**config.mk**
```make
export PLATFORM = sky130hd
export DESIGN_NAME = descramble_arbiter
export DESIGN_NICKNAME = d
export VERILOG_FILES = /design/src/rtl/descramble_arbiter.sv
export SDC_FILE = /design/constraint.sdc
export NUM_CORES = 1
export LEC_CHECK = 0
export ABC_AREA = 1
export BUFFER_PORTS_ARGS = -buffer_cell sky130_fd_sc_hd__buf_2
export CORE_AREA = 2 2 100 102
export CTS_CLUSTER_DIAMETER = 40
export DETAILED_ROUTE_END_ITERATION = 16
export DIE_AREA = 0 0 102 104
export PLACE_DENSITY = 0.76
export SYNTH_ARGS = -nofsm -noshare
export SYNTH_HDL_FRONTEND = slang
export SYNTH_SLANG_ARGS = --single-unit
```
**constraint.sdc**
```tcl
create_clock -name clk -period 5.2 [get_ports clk]
set_input_delay 1.04 -clock clk [delete_from_list [all_inputs] [get_ports clk]]
set_output_delay 1.04 -clock clk [all_outputs]
set_load 0.01 [all_outputs]
```
**src/rtl/descramble_arbiter.sv**
```systemverilog
// rtl/descramble_arbiter.sv - round-robin arbiter sharing one iterative LFSR address descrambler
module descramble_arbiter #(
    parameter int NREQ   = 4,
    parameter int AW     = 12,
    parameter int ROUNDS = 12
) (
    input  logic                      clk,
    input  logic                      reset,
    input  logic [NREQ-1:0]           req,
    input  logic [NREQ*AW-1:0]        addr_in,
    input  logic [NREQ*16-1:0]        key_in,
    output logic [NREQ-1:0]           grant,
    output logic                      busy,
    output logic                      out_valid,
    output logic [AW-1:0]             out_addr,
    output logic [$clog2(NREQ)-1:0]   out_id,
    input  logic                      out_ready
);

    localparam int IDW = $clog2(NREQ);

    localparam logic [1:0] S_IDLE = 2'd0;
    localparam logic [1:0] S_RUN  = 2'd1;
    localparam logic [1:0] S_DONE = 2'd2;

    localparam logic [AW-1:0]   ONE_AW   = {{(AW-1){1'b0}}, 1'b1};
    localparam logic [NREQ-1:0] ONE_NREQ = {{(NREQ-1){1'b0}}, 1'b1};
    localparam logic [4:0]      LAST_RND = 5'(ROUNDS - 1);

    logic [1:0]     state;
    logic [4:0]     cnt;
    logic [IDW-1:0] rr_ptr;
    logic [IDW-1:0] id;
    logic [AW-1:0]  r;
    logic [15:0]    key;

    logic [IDW-1:0] sel;
    logic           sel_found;
    logic [AW-1:0]  sel_addr;
    logic [15:0]    sel_key;
    int             idx;

    logic [AW-1:0]  t;
    logic           f;
    logic [AW-1:0]  r_next;

    assign busy = (state == S_RUN) || (state == S_DONE);

    // First requesting index at or above the RR pointer, wrapping, plus its address/key
    always_comb begin
        sel       = '0;
        sel_found = 1'b0;
        idx       = 0;
        for (int i = 0; i < NREQ; i++) begin
            idx = int'(rr_ptr) + i;
            if (idx >= NREQ) begin
                idx = idx - NREQ;
            end
            if (!sel_found && req[IDW'(idx)]) begin
                sel_found = 1'b1;
                sel       = IDW'(idx);
            end
        end
        sel_addr = '0;
        sel_key  = '0;
        for (int i = 0; i < NREQ; i++) begin
            if (IDW'(i) == sel) begin
                sel_addr = addr_in[i*AW +: AW];
                sel_key  = key_in[i*16 +: 16];
            end
        end
    end

    // One LFSR round: rotate right, then the MSB becomes the XOR of up to four taps;
    // a tap index beyond the register shifts the mask bit out and so contributes 0
    always_comb begin
        t      = {r[0], r[AW-1:1]};
        f      = (|(t & (ONE_AW << key[3:0])))   ^ (|(t & (ONE_AW << key[7:4]))) ^
                 (|(t & (ONE_AW << key[11:8])))  ^ (|(t & (ONE_AW << key[15:12])));
        r_next = {f, t[AW-2:0]};
    end

    // Arbitration, round sequencing and output handshake
    always_ff @(posedge clk) begin
        if (reset) begin
            state     <= S_IDLE;
            cnt       <= '0;
            rr_ptr    <= '0;
            id        <= '0;
            r         <= '0;
            key       <= '0;
            grant     <= '0;
            out_valid <= 1'b0;
            out_addr  <= '0;
            out_id    <= '0;
        end else begin
            grant <= '0;
            case (state)
                S_IDLE: begin
                    if (sel_found) begin
                        grant <= ONE_NREQ << sel;
                        r     <= sel_addr;
                        key   <= sel_key;
                        id    <= sel;
                        cnt   <= '0;
                        state <= S_RUN;
                    end
                end
                S_RUN: begin
                    r   <= r_next;
                    cnt <= cnt + 5'd1;
                    if (cnt == LAST_RND) begin
                        out_addr  <= r_next;
                        out_valid <= 1'b1;
                        out_id    <= id;
                        state     <= S_DONE;
                    end
                end
                S_DONE: begin
                    if (out_ready) begin
                        out_valid <= 1'b0;
                        rr_ptr    <= (id == IDW'(NREQ - 1)) ? '0 : id + IDW'(1);
                        state     <= S_IDLE;
                    end
                end
                default: state <= S_IDLE;
            endcase
        end
    end

endmodule

```
== Word level (Yosys, flattened, before mapping) ==
Index checks and enable logic that the tools add are counted.

* Memories: 0
* Bits in read-only memories: 0
* Output and inout port bits: 20
* Bits of input ports: 119
* Register bits after elaboration: 58
* Word-level logic and storage cells: 117
* Latch bits: 0
* RAM bits: 0

* Magnitude comparators: 8
* Add/sub/neg operators: 9
* Shift-type cells: 5
* Multiplexer cells: 44
* Divide/modulo/power cells: 0
* Eq/ne operators: 10
* Multipliers: 0
* Reduce and logical (&&, ||, !) cells: 22
* Bitwise logic cells: 9

{| class="wikitable"
|+ Operators by type and width
! cell !! count
|-
| 16-bit 2-to-1 mux || 4
|-
| 12-bit 2-to-1 mux || 5
|-
| 12-bit AND || 4
|-
| 12-bit OR reduction || 4
|-
| 1-bit by 4-bit << shifter with 12-bit output (first input constant) || 4
|-
| 2-bit 2-to-1 mux || 12
|-
| 12-bit one-hot mux with 2 select lines || 1
|-
| 2-bit by 4-bit < comparator with 1-bit output (second input constant) || 4
|-
| 1-bit 2-to-1 mux || 14
|-
| 5-bit one-hot mux with 2 select lines || 1
|-
| 3-bit >= comparator (second input constant) || 3
|-
| 1-bit binary-select mux with 2-bit select || 4
|-
| 2-bit AND reduction || 4
|-
| 2-bit by 1-bit subtractor with 2-bit output (second input constant) || 4
|-
| 2-bit by 2-bit adder with 3-bit output (second input constant) || 2
|-
| 2-bit one-hot mux with 3 select lines || 1
|-
| 3-bit AND reduction || 2
|-
| 5-bit by 1-bit adder with 5-bit output (second input constant) || 1
|-
| 5-bit by 4-bit == test with 1-bit output (second input constant) || 1
|-
| 5-bit 2-to-1 mux || 1
|-
| 2-bit == test (first input constant) || 2
|-
| 2-bit == test (second input constant) || 2
|-
| 2-bit logical NOT || 2
|-
| 2-bit inequality test (second input constant) || 2
|-
| other kinds (15) || 23
|}

== Longest topological paths before layout ==
Gate-level depths: netlist (run 1).

* Word-level depth: 22
* Depth in mapped cells: 16
* Mapped depth without buffers: 16

== Worst setup path after synthesis (run 1) ==
Ideal clock, no wire load.

* Path kind: in2reg
* Start: input port req[0]
* End: register r[11]
* Cell stages on the path: 14
* Buffers on the path: 1
* Data arrival time: 2266 ps
* Library setup time: 120 ps
* Required time: 5080 ps
* Slack: 2814 ps
* Cell sequence: inv_1 nand2_1 nand3_2 nand2_2 nor2_4 nand3_2 nand2_2 nand2_4 buf_8 inv_2 nand2_1 or2_1 nand3_1 a21oi_1

* Word-level cells in the longest chain between the ends: 20
* Elaborated cells on any way between the ends: 38
* Classes of those cells: eq/ne: 4; mux: 26; reduce/logical: 8

{| class="wikitable"
|+ Ends and longest elaborated chain
! what !! RTL line !! RTL
|-
| start: declaration || 9 || <nowiki>input logic [NREQ-1:0] req,</nowiki>
|-
| 1-bit binary-select mux with 2-bit select || 59 || <nowiki>if (!sel_found && req[IDW'(idx)]) begin</nowiki>
|-
| 1-bit 2-to-1 mux (implied by the code) (2 in a row) || 59 ||
|-
| 1-bit 2-to-1 mux || 59 ||
|-
| 1-bit logical NOT || 59 ||
|-
| 1-bit logical AND || 59 ||
|-
| 1-bit 2-to-1 mux || 59 ||
|-
| 1-bit logical NOT || 59 ||
|-
| 1-bit logical AND || 59 ||
|-
| 1-bit 2-to-1 mux || 59 ||
|-
| 1-bit logical NOT || 59 ||
|-
| 1-bit logical AND || 59 ||
|-
| 2-bit 2-to-1 mux || 59 ||
|-
| 2-bit logical NOT || 67 || <nowiki>if (IDW'(i) == sel) begin</nowiki>
|-
| 12-bit 2-to-1 mux (4 in a row) || 67 ||
|-
| 12-bit 2-to-1 mux || 100 || <nowiki>if (sel_found) begin</nowiki>
|-
| 12-bit one-hot mux with 2 select lines || 98 || <nowiki>case (state)</nowiki>
|-
| end signal: assignment || 102 || <nowiki>r <= sel_addr;</nowiki>
|-
| end signal: assignment || 110 || <nowiki>r <= r_next;</nowiki>
|-
| end: declaration || 34 || <nowiki>logic [AW-1:0] r;</nowiki>
|}

Several ways; a longest one is shown, not always the timed one. The select of a mux whose other input is x is not followed.
A chain may end at the register's enable or synchronous reset.

== Worst setup path in the final report (run 1) ==
* Start: register state[1]
* End: register out_addr[11]

* Word-level cells in the longest chain between the ends: 2

{| class="wikitable"
|+ Ends and longest elaborated chain
! what !! RTL line !! RTL
|-
| start: declaration || 30 || <nowiki>logic [1:0] state;</nowiki>
|-
| start signal: assignment || 86 || <nowiki>state <= S_IDLE;</nowiki>
|-
| start signal: assignment || 106 || <nowiki>state <= S_RUN;</nowiki>
|-
| start signal: assignment || 116 || <nowiki>state <= S_DONE;</nowiki>
|-
| 2-bit by 1-bit == test with 1-bit output || 98 ||
|-
| 2-bit AND reduction (no source line) || -- ||
|-
| end signal: assignment || 113 || <nowiki>out_addr <= r_next;</nowiki>
|-
| end: declaration || 15 || <nowiki>output logic [AW-1:0] out_addr,</nowiki>
|}

No other way between the ends.

==> results of run 1 <==
layout make-up:
class	count	area, um^2
tap	133	166
inverter	56	210
multi-input combinational	622	2960
clock inverter	4	98.8
fill	991	4110
timing repair buffer	138	691
clock buffer	11	151
sequential	58	1160
worst max-delay path: cells and delay by family, from the launching register on:
family / cells / cell delay [ns]
buf+inv: 4 / 1.25
simple gates: 1 / 0.89
fa+ha+maj: 1 / 0.48
flops: 1 / 0.31
compound gates: 1 / 0.25
layout by cell type, fill, tap and decap left out, drive strengths merged:
cell type	n
nand2	261
buf	138
nand3	114
nor2	69
dfxtp	58
a21oi	53
nand4	47
inv	46
o21ai	42
clkbuf	11
clkinv	11
nor3	9
or2	7
nand3b	6
ha	5
bufinv	3
o221a	2
and2	1
nor4	1
o22ai	1
o21bai	1
xor2	1
nor3b	1
a211oi	1
per-layer routing:
layer  routed length, um  part of all wire [%]  track usage (%)  vias to the layer above
met5                   0                     0                0                        -
met4                 436                   3.0             12.7                        0
met3                1060                   7.3             4.97                       47
met2                6940                    48             45.2                      223
met1                6080                    42             35.6                     2416
li1                    -                     -                -                     2818
sequential cells by signal (all words and copies together) (netlist names):
| register | cells |
|---|---|
| out_valid | 1 |
| state | 2 |
| out_id | 2 |
| cnt | 5 |
| r | 12 |
| out_addr | 12 |
| id | 2 |
| key | 16 |
| grant | 4 |
| rr_ptr | 2 |
cell families (layout without fill, tap and decap cells):
group | after synthesis | count (layout) | share of synthesized area [%]
AO/OA/AOI/OAI | 100 | 100 | 11.5
XOR/XNOR | 1 | 1 | 0.190
adder cells (fa/ha/maj) | 5 | 5 | 1.36
buffers and inverters | 103 | 209 | 10.5
flip-flops | 58 | 58 | 25.2
AND/OR/NAND/NOR | 516 | 516 | 51.3
report_power, final:
| part | switching, W | internal [W] |
|---|---|---|
| Combinational | 0.00126 | 0.000577 |
| Clock | 0.000180 | 0.000343 |
| Sequential | 0.000285 | 0.000576 |
final timing paths:
kind                    start           end  slack, ns  cells past startpoint
hold reg to reg   out_addr[4]   out_addr[4]       0.46                      2
setup reg to reg     state[1]  out_addr[11]       1.91                      7
hold / removal    out_addr[4]   out_addr[4]       0.46                      2
setup / recovery     state[1]  out_addr[11]       1.91                      7
per-stage QoR:
| step | power [W] | area (um^2) | hold WS, ns | setup slack [ns] |
|---|---|---|---|---|
| after floorplan | 0.00232 | 4610 | 0.457 | 2.81 |
| after global placement | 0.00268 | 5190 | 0.452 | 1.82 |
| after detailed placement | 0.00268 | 5190 | 0.456 | 1.79 |
| after CTS | 0.00320 | 5440 | 0.467 | 1.88 |
| after global routing | 0.00353 | 5440 | 0.483 | 1.33 |
| final | 0.00322 | 5440 | 0.464 | 1.91 |
==> results_dict.tcl, run 1 <==
set metrics [dict create \
    drtAntennaViolNets 0 \
    slew_headroom_pct 38.4 \
    cts.htree.levels 3 \
    clk_pin_slew_ns 0.07 \
    routedWlPerCell_um 14.2 \
    clock_path_buffers 2 \
    startpoint_type "flip-flop" \
    end_kind "flip-flop" \
    first_iter_violations 344 \
    grt_pass1_wl_um 24000 \
    arrival_ns 3.53 \
    final_util_pct 57.0 \
    die_w_um 102 \
    hold_buffers 0 \
    overflow 0 \
    final_nets 1009 \
    track_usage_pct 27.9 \
    syn_inst 783 \
    setup_violations 0 \
    worst_path_largest_cell_delay_ns 0.89 \
    worst_pin_slew_ns 0.921 \
    drc_errors 0 \
    cp_max_fo 19 \
    synth_top_area_share_pct 25.2 \
    vias 5504 \
    crit_type "reg -> reg" \
    synthToLayoutAreaGrowth_pct 18.1 \
    crit_chain "inv_1, ha_1, clkinv_1, nor2_1, clkinv_1, o21bai_1, inv_1" \
    synth_fp_nets 907 \
    start_util_pct 48.3 \
    netlist_top_cells_count "nand2_1 (250), nand3_1 (109), nor2_1 (65)" \
    cts_sinks 58 \
    rsz0062_at_grt "false" \
    powerDensity_mw_per_mm2 592 \
    cts_buffers 9 \
    tritoncts "built" \
    synthArstFlopShare_pct 0 \
    fin_crit_ns 3.29 \
    synthFlopType "dfxtp_1" \
    stdcell_count 1022 \
    finClkSkew_ns 0.0125 \
    dieArea_mm2 0.0106 \
    core_area_mm2 0.00955 \
    status "completed" \
    fmax_mhz 304 \
    ys_ff_latch 58 \
    insertion_delay_ns 0.34 \
    synth_edf_count 0 \
    irDropWorstVdd_v 0.000516 \
    die-height_um 104 \
    dpl.hpwl_um 10600 \
    post_cts_buffers 0 \
    num_rows 36 \
    syn_avg_cell_area_um2 5.89 \
    totalWireLength_um 14500 \
    cap_violations 0 \
    gp_congestion 0.969 \
    synth_area_leaders "dfxtp_1 (25%), nand2_1 (20%), nand3_1 (12%), nand4_1 (6.4%), a21oi_1 (5.5%)" \
    antenna_found_initial 0 \
    hold_violations 0 \
    clockRootBuffer "clkbuf_8" \
    synth_most_common_cell "nand2_1" \
    post_cts_resized 0 \
    grt_start_max_net_pins 59 \
    io_pins 139 \
    netlist_area_mm2 0.00461 \
    yosysTopAreaCell "dfxtp_1" \
    seq_area_frac_synth_pct 25.2 \
    n_antenna_cell 0 \
    p_leak_nw 2.62 \
    grt_pass1_vias 5249 \
    hold_path.class "reg -> reg" \
    dr.pass1.iters 5 \
    ys_warn_count 0 \
    synth_cell_type_count 37 \
    cp_slowest_cell "nor2_1" \
    fin_crit_sh_pct 63.3 \
    finalMaxSlewViolations 0 \
    dp.cells 1007 \
    tns_ns 0 \
    port_buffers 138 \
    worst_ep_required_time_ns 5.43 \
    viasPerCell 5.39 \
    final_layout_size_suffix_gt1_share_pct 20.8 \
]
Power figures use the tool's default switching activity.
==> run 2, diff against run 1 <==
--- a/config.mk
+++ b/config.mk
@@ -7,11 +7,11 @@
 export LEC_CHECK = 0
 export ABC_AREA = 1
 export BUFFER_PORTS_ARGS = -buffer_cell sky130_fd_sc_hd__buf_2
-export CORE_AREA = 2 2 100 102
+export CORE_AREA = 2 2 101 103
 export CTS_CLUSTER_DIAMETER = 40
 export DETAILED_ROUTE_END_ITERATION = 16
-export DIE_AREA = 0 0 102 104
-export PLACE_DENSITY = 0.76
+export DIE_AREA = 0 0 103 105
+export PLACE_DENSITY = 0.78
 export SYNTH_ARGS = -nofsm -noshare
 export SYNTH_HDL_FRONTEND = slang
 export SYNTH_SLANG_ARGS = --single-unit
==> constraint.sdc (replaced) <==
create_clock -name clk -period 2.8 [get_ports clk]
set_input_delay 0.56 -clock clk [delete_from_list [all_inputs] [get_ports clk]]
set_output_delay 0.56 -clock clk [all_outputs]
set_load 0.01 [all_outputs]
==> run 2 against run 1 <==
Against the previous run:
- wire length about the same
- sequential power up 86%
- cell count up 1.4%
- cell area up 1.9%
- via count up 2.5%
- non-clock buffer count up 14
- largest cell class unchanged
==> results_dict.tcl, run 2 (synthesis gave the netlist of run 1 again) <==
set metrics [dict create \
    fin_crit_ns 2.25 \
    mostFrequentLayoutCells "nand2_1 (250), buf_2 (138), nand3_1 (109)" \
    io_pins 139 \
    fillCellCount 1013 \
    place_ws_ns 0.452 \
    drtAntennaViolNets 0 \
    reg_top3 "key (16), out_addr (12), r (12)" \
    clk_pin_slew_ns 0.07 \
    gp_congestion 0.982 \
    cp_common_cell "nand2_1" \
    crit_chain "inv_2, nand2_1, nand2_1, nand2_1, nand2_2, a21oi_1, nand2_1, nand2_4, buf_4, o21ai_0, nand2_1, nand2_1, nand2_1, nand2_1, a21oi_1" \
    track_usage_pct 27.0 \
    tritoncts "built" \
    post_cts_buffers 0 \
    largest_reg_flops 16 \
    worst_slack_ns 0.553 \
    post_cts_resized 0 \
    startpoint_type "flip-flop" \
    synthToLayoutAreaGrowth_pct 20.4 \
    whs_ns 0.459 \
    port_buffers 138 \
    n_antenna_cell 0 \
    crit_type "reg -> reg" \
    setup_violations 0 \
    powerDensity_mw_per_mm2 1110 \
    grt_pass1_wl_um 23500 \
    die-height_um 105 \
    rsz0062_at_grt "false" \
    first_iter_violations 352 \
    dpl.hpwl_um 10700 \
    drc_errors 0 \
    irDropWorstVdd_v 0.000789 \
    final_layout_size_suffix_gt1_share_pct 22.0 \
    final_nets 1023 \
    hold_violations 0 \
    num_rows 36 \
    cts_buffers 9 \
    dr.pass1.iters 6 \
    stdcell_count 1036 \
    fmax_mhz 445 \
    die_w_um 103 \
    finalMaxSlewViolations 0 \
    p_leak_nw 2.69 \
    hold_path.class "reg -> reg" \
    antenna_found_initial 1 \
    status "completed" \
    overflow 0 \
    core_area_mm2 0.00964 \
    hold_buffers 0 \
    viasPerCell 5.44 \
    finClkSkew_ns 0.0118 \
    r2r_slack_ns 0.55 \
    cts_sinks 58 \
    slew_headroom_pct 59.1 \
    regArea_mm2 0.00116 \
    dp.cells 1021 \
    worst_ep_required_time_ns 3.06 \
    worst_path_largest_cell_delay_ns 0.44 \
    top_register "key" \
    grt_start_max_net_pins 32 \
    multi_input_area_mm2 0.00296 \
    insertion_delay_ns 0.34 \
    vias 5639 \
    fin_crit_sh_pct 80.3 \
    arrival_ns 2.51 \
    crit_buf_inv 2 \
    grt_pass1_vias 5096 \
    cts.htree.levels 3 \
    routedWlPerCell_um 14.0 \
    tns_ns 0 \
    clock_path_buffers 2 \
    total_power_w 0.00615 \
    start_util_pct 47.8 \
    totalWireLength_um 14500 \
    cp_max_fo 29 \
    cp_top_family "simple AND/OR/NAND/NOR gates" \
    end_kind "flip-flop" \
    cap_violations 0 \
    worst_pin_slew_ns 0.613 \
    clockRootBuffer "clkbuf_8" \
    dieArea_mm2 0.0108 \
    layout_commonest_cell "nand2_1" \
    cp_slowest_cell "dfxtp_1" \
]
==> run 2: changes by cell type in the layout (fill, tap and decap cells not counted), sizes merged <==
| cell | delta |
|---|---|
| buf | +14 |
==> run 2: layout make-up <==
class	count	area share [%]
Clock buffer	11	2.73
Clock inverter	4	1.78
Inverter	56	3.79
Multi-Input combinational cell	622	53.4
Sequential cell	58	20.9
Tap cell	133	3.00
Timing Repair Buffer	152	14.3
==> run 2: per-stage QoR <==
stage,utilization [%],area [um^2]
after detailed placement,55.0,5300
after floorplan,-,4610
after CTS,57.6,5550
after global routing,57.6,5550
final,57.6,5550
after global placement,55.0,5300
==> run 2: worst register-to-register path, stage by stage (launching register included) <==
cell and delay, ns:
dfxtp_1 0.44, inv_2 0.11, nand2_1 0.07, nand2_1 0.08
nand2_1 0.09, nand2_2 0.07, a21oi_1 0.14, nand2_1 0.11
nand2_4 0.20, buf_4 0.32, o21ai_0 0.13, nand2_1 0.09
nand2_1 0.06, nand2_1 0.09, nand2_1 0.06, a21oi_1 0.14
==> run 2: path summary, 6_finish.rpt <==
path | start | to | cells past startpoint
hold / removal | out_addr[3] | out_addr[3] | 2
setup reg to reg | rr_ptr[1] | r[9] | 15
hold reg to reg | out_addr[3] | out_addr[3] | 2
setup / recovery | rr_ptr[1] | r[9] | 15
==> run 2: metal layers <==
layer / vias up / global-route usage (%) / wire length [um]
met1: 2515 / 35.0 / 6030
met5: - / 0 / 13
li1: 2842 / - / -
met2: 238 / 44.4 / 6870
met3: 42 / 5.02 / 1240
met4: 2 / 9.21 / 345
==> run 2: power breakdown <==
group          internal (W)  switching (W)
clock              0.000637       0.000344
combinational       0.00119        0.00238
sequential          0.00107       0.000533
total               0.00289        0.00326
==> run 3, diff against run 2 <==
==> constraint.sdc (replaced) <==
create_clock -name clk -period 2 [get_ports clk]
set_input_delay 0.4 -clock clk [delete_from_list [all_inputs] [get_ports clk]]
set_output_delay 0.4 -clock clk [all_outputs]
set_load 0.01 [all_outputs]
==> run 3 against run 2 <==
Against the previous run:
- the flow now finishes with violations (negative setup slack)
- wire length increased by 11%
- first-iteration DRC count is 16% higher
- hold slack got worse by 0.097 ns
- highest routed layer is now met4
- flip-flop and latch count stayed put
==> results_dict.tcl, run 3 (synthesis gave the netlist of run 1 again) <==
set metrics [dict create \
    irDropWorstVdd_v 0.000929 \
    reg2reg_depth 15 \
    hold_violations 0 \
    antenna_found_initial 0 \
    insertion_delay_ns 0.34 \
    vias 6018 \
    r2r_start "rr_ptr[0]" \
    fin_crit_ns 2.07 \
    gp_congestion 1.02 \
    powerDensity_mw_per_mm2 1600 \
    dpl_cell_area_mm2 0.00557 \
    grt_pass1_vias 5590 \
    final_layout_size_suffix_gt1_share_pct 30.4 \
    final_nets 1065 \
    hold_path.class "in -> reg" \
    rsz0062_at_grt "true" \
    io_pins 139 \
    cts_buffers 9 \
    top_register "key" \
    grt_start_max_net_pins 27 \
    wl_met1_um 6370 \
    p_leak_nw 3.00 \
    total_power_w 0.00996 \
    cp-endpoint "key[5]" \
    status "finished with violations" \
    worst_pin_slew_ns 0.536 \
    wl_met2_um 7870 \
    mostFrequentLayoutCells "nand2_1 (227), buf_2 (138), nand3_1 (108)" \
    reg_top3 "key (16), out_addr (12), r (12)" \
    whs_ns 0.362 \
    cts_sinks 58 \
    crit_type "reg -> reg" \
    viasPerCell 5.58 \
    finalMaxSlewViolations 0 \
    clockRootBuffer "clkbuf_8" \
    dr.pass1.iters 6 \
    arrival_ns 2.32 \
    worst_slack_ns -0.0719 \
    track_usage_pct 28.2 \
    largest_reg_flops 16 \
    dr.max_layer_used "met4" \
    die_w_um 103 \
    fmax_mhz 483 \
    cp_max_fo 8 \
    crit_path_start "rr_ptr[0]" \
    port_buffers 138 \
    worst_ep_required_time_ns 2.25 \
    drtAntennaViolNets 0 \
    num_rows 36 \
    finalInstanceArea_mm2 0.00621 \
    slew_headroom_pct 64.2 \
    end_kind "flip-flop" \
    finClkSkew_ns 0.0125 \
    n_antenna_cell 0 \
    final_util_pct 64.4 \
    fin_crit_sh_pct 104 \
    die-height_um 105 \
    cap_violations 0 \
    overflow 0 \
    synthToLayoutAreaGrowth_pct 34.8 \
    r2r_end "key[5]" \
    core_area_mm2 0.00964 \
    layout_commonest_cell "nand2_1" \
    tns_ns -0.428 \
    dpl.hpwl_um 11400 \
    clk_pin_slew_ns 0.07 \
    first_iter_violations 408 \
    grt_pass1_wl_um 24800 \
    clock_path_buffers 2 \
    tritoncts "built" \
    routedWlPerCell_um 14.9 \
    startpoint_type "flip-flop" \
    start_util_pct 47.8 \
    r2r_slack_ns -0.07 \
    cts.htree.levels 3 \
    dieArea_mm2 0.0108 \
    violations "negative setup slack" \
    wl_met3_um 1210 \
    totalWireLength_um 16100 \
    drc_errors 0 \
    setup_violations 17 \
]
-- run 3: repair_timing --
item                                    CTS  global route
hold buffers                              0             0
gates cloned                              0             6
hold endpoints to repair                  0             0
buffers inserted                          0             8
endpoints found under the setup margin   11            46
gates resized for setup                   3            63
pin swaps                                 1            18
-- run 3: worst max-delay path, stage by stage (launching register included) --
cell and delay, ns:
dfxtp_4 0.39, buf_8 0.14, nand2_4 0.07, nand3_1 0.10, nand2_1 0.08, inv_1 0.12
nand3_2 0.11, nand2_4 0.10, nand2_8 0.08, nor2_4 0.17, buf_6 0.12, buf_12 0.11
nand2_1 0.06, nand4_1 0.10, nand2_1 0.08, a21oi_1 0.15
-- run 3: area by class of cell --
cell class | instances | area, um^2
timing repair buffer | 193 | 1290
inverter | 56 | 220
fill | 899 | 3430
tap | 133 | 166
sequential | 58 | 1170
multi-input combinational | 623 | 3130
clock buffer | 10 | 138
clock inverter | 6 | 90.1
-- run 3: metrics by stage --
| step | worst slack (ns) | instances |
|---|---|---|
| 3_5_place_dp | -0.0359 | 1049 |
| 5_1_grt | -0.211 | 1079 |
| 2_1_floorplan | 0.187 | 783 |
| 6_report | -0.0719 | 1079 |
| 4_1_cts | 0.0102 | 1065 |
| 3_3_place_gp | 0.00365 | 1049 |
-- run 3: worst min path at each step --
stage | start | end | slack (ns) | depth (start not counted)
after global routing | reset | out_addr[3] | 0.37 | 2
after floorplan | cnt[1] | cnt[1] | 0.46 | 2
after detailed placement | out_addr[4] | out_addr[4] | 0.45 | 2
after CTS | reset | out_addr[5] | 0.35 | 2
final | reset | out_addr[5] | 0.36 | 2
after global placement | out_addr[4] | out_addr[4] | 0.45 | 2
-- run 3: metal layers --
metal / vias up / GRT usage, %
li1: 2923 / -
met1: 2718 / 34.5
met2: 320 / 47.7
met3: 57 / 4.08
met4: 0 / 13.3
met5: - / 0
-- run 3: power breakdown --
part / leakage, nW / switching (W) / internal [W] / total, W
sequential: 0.478 / 0.000552 / 0.00151 / 0.00207
clock: 0.112 / 0.000502 / 0.000737 / 0.00124
combinational: 2.41 / 0.00403 / 0.00262 / 0.00665
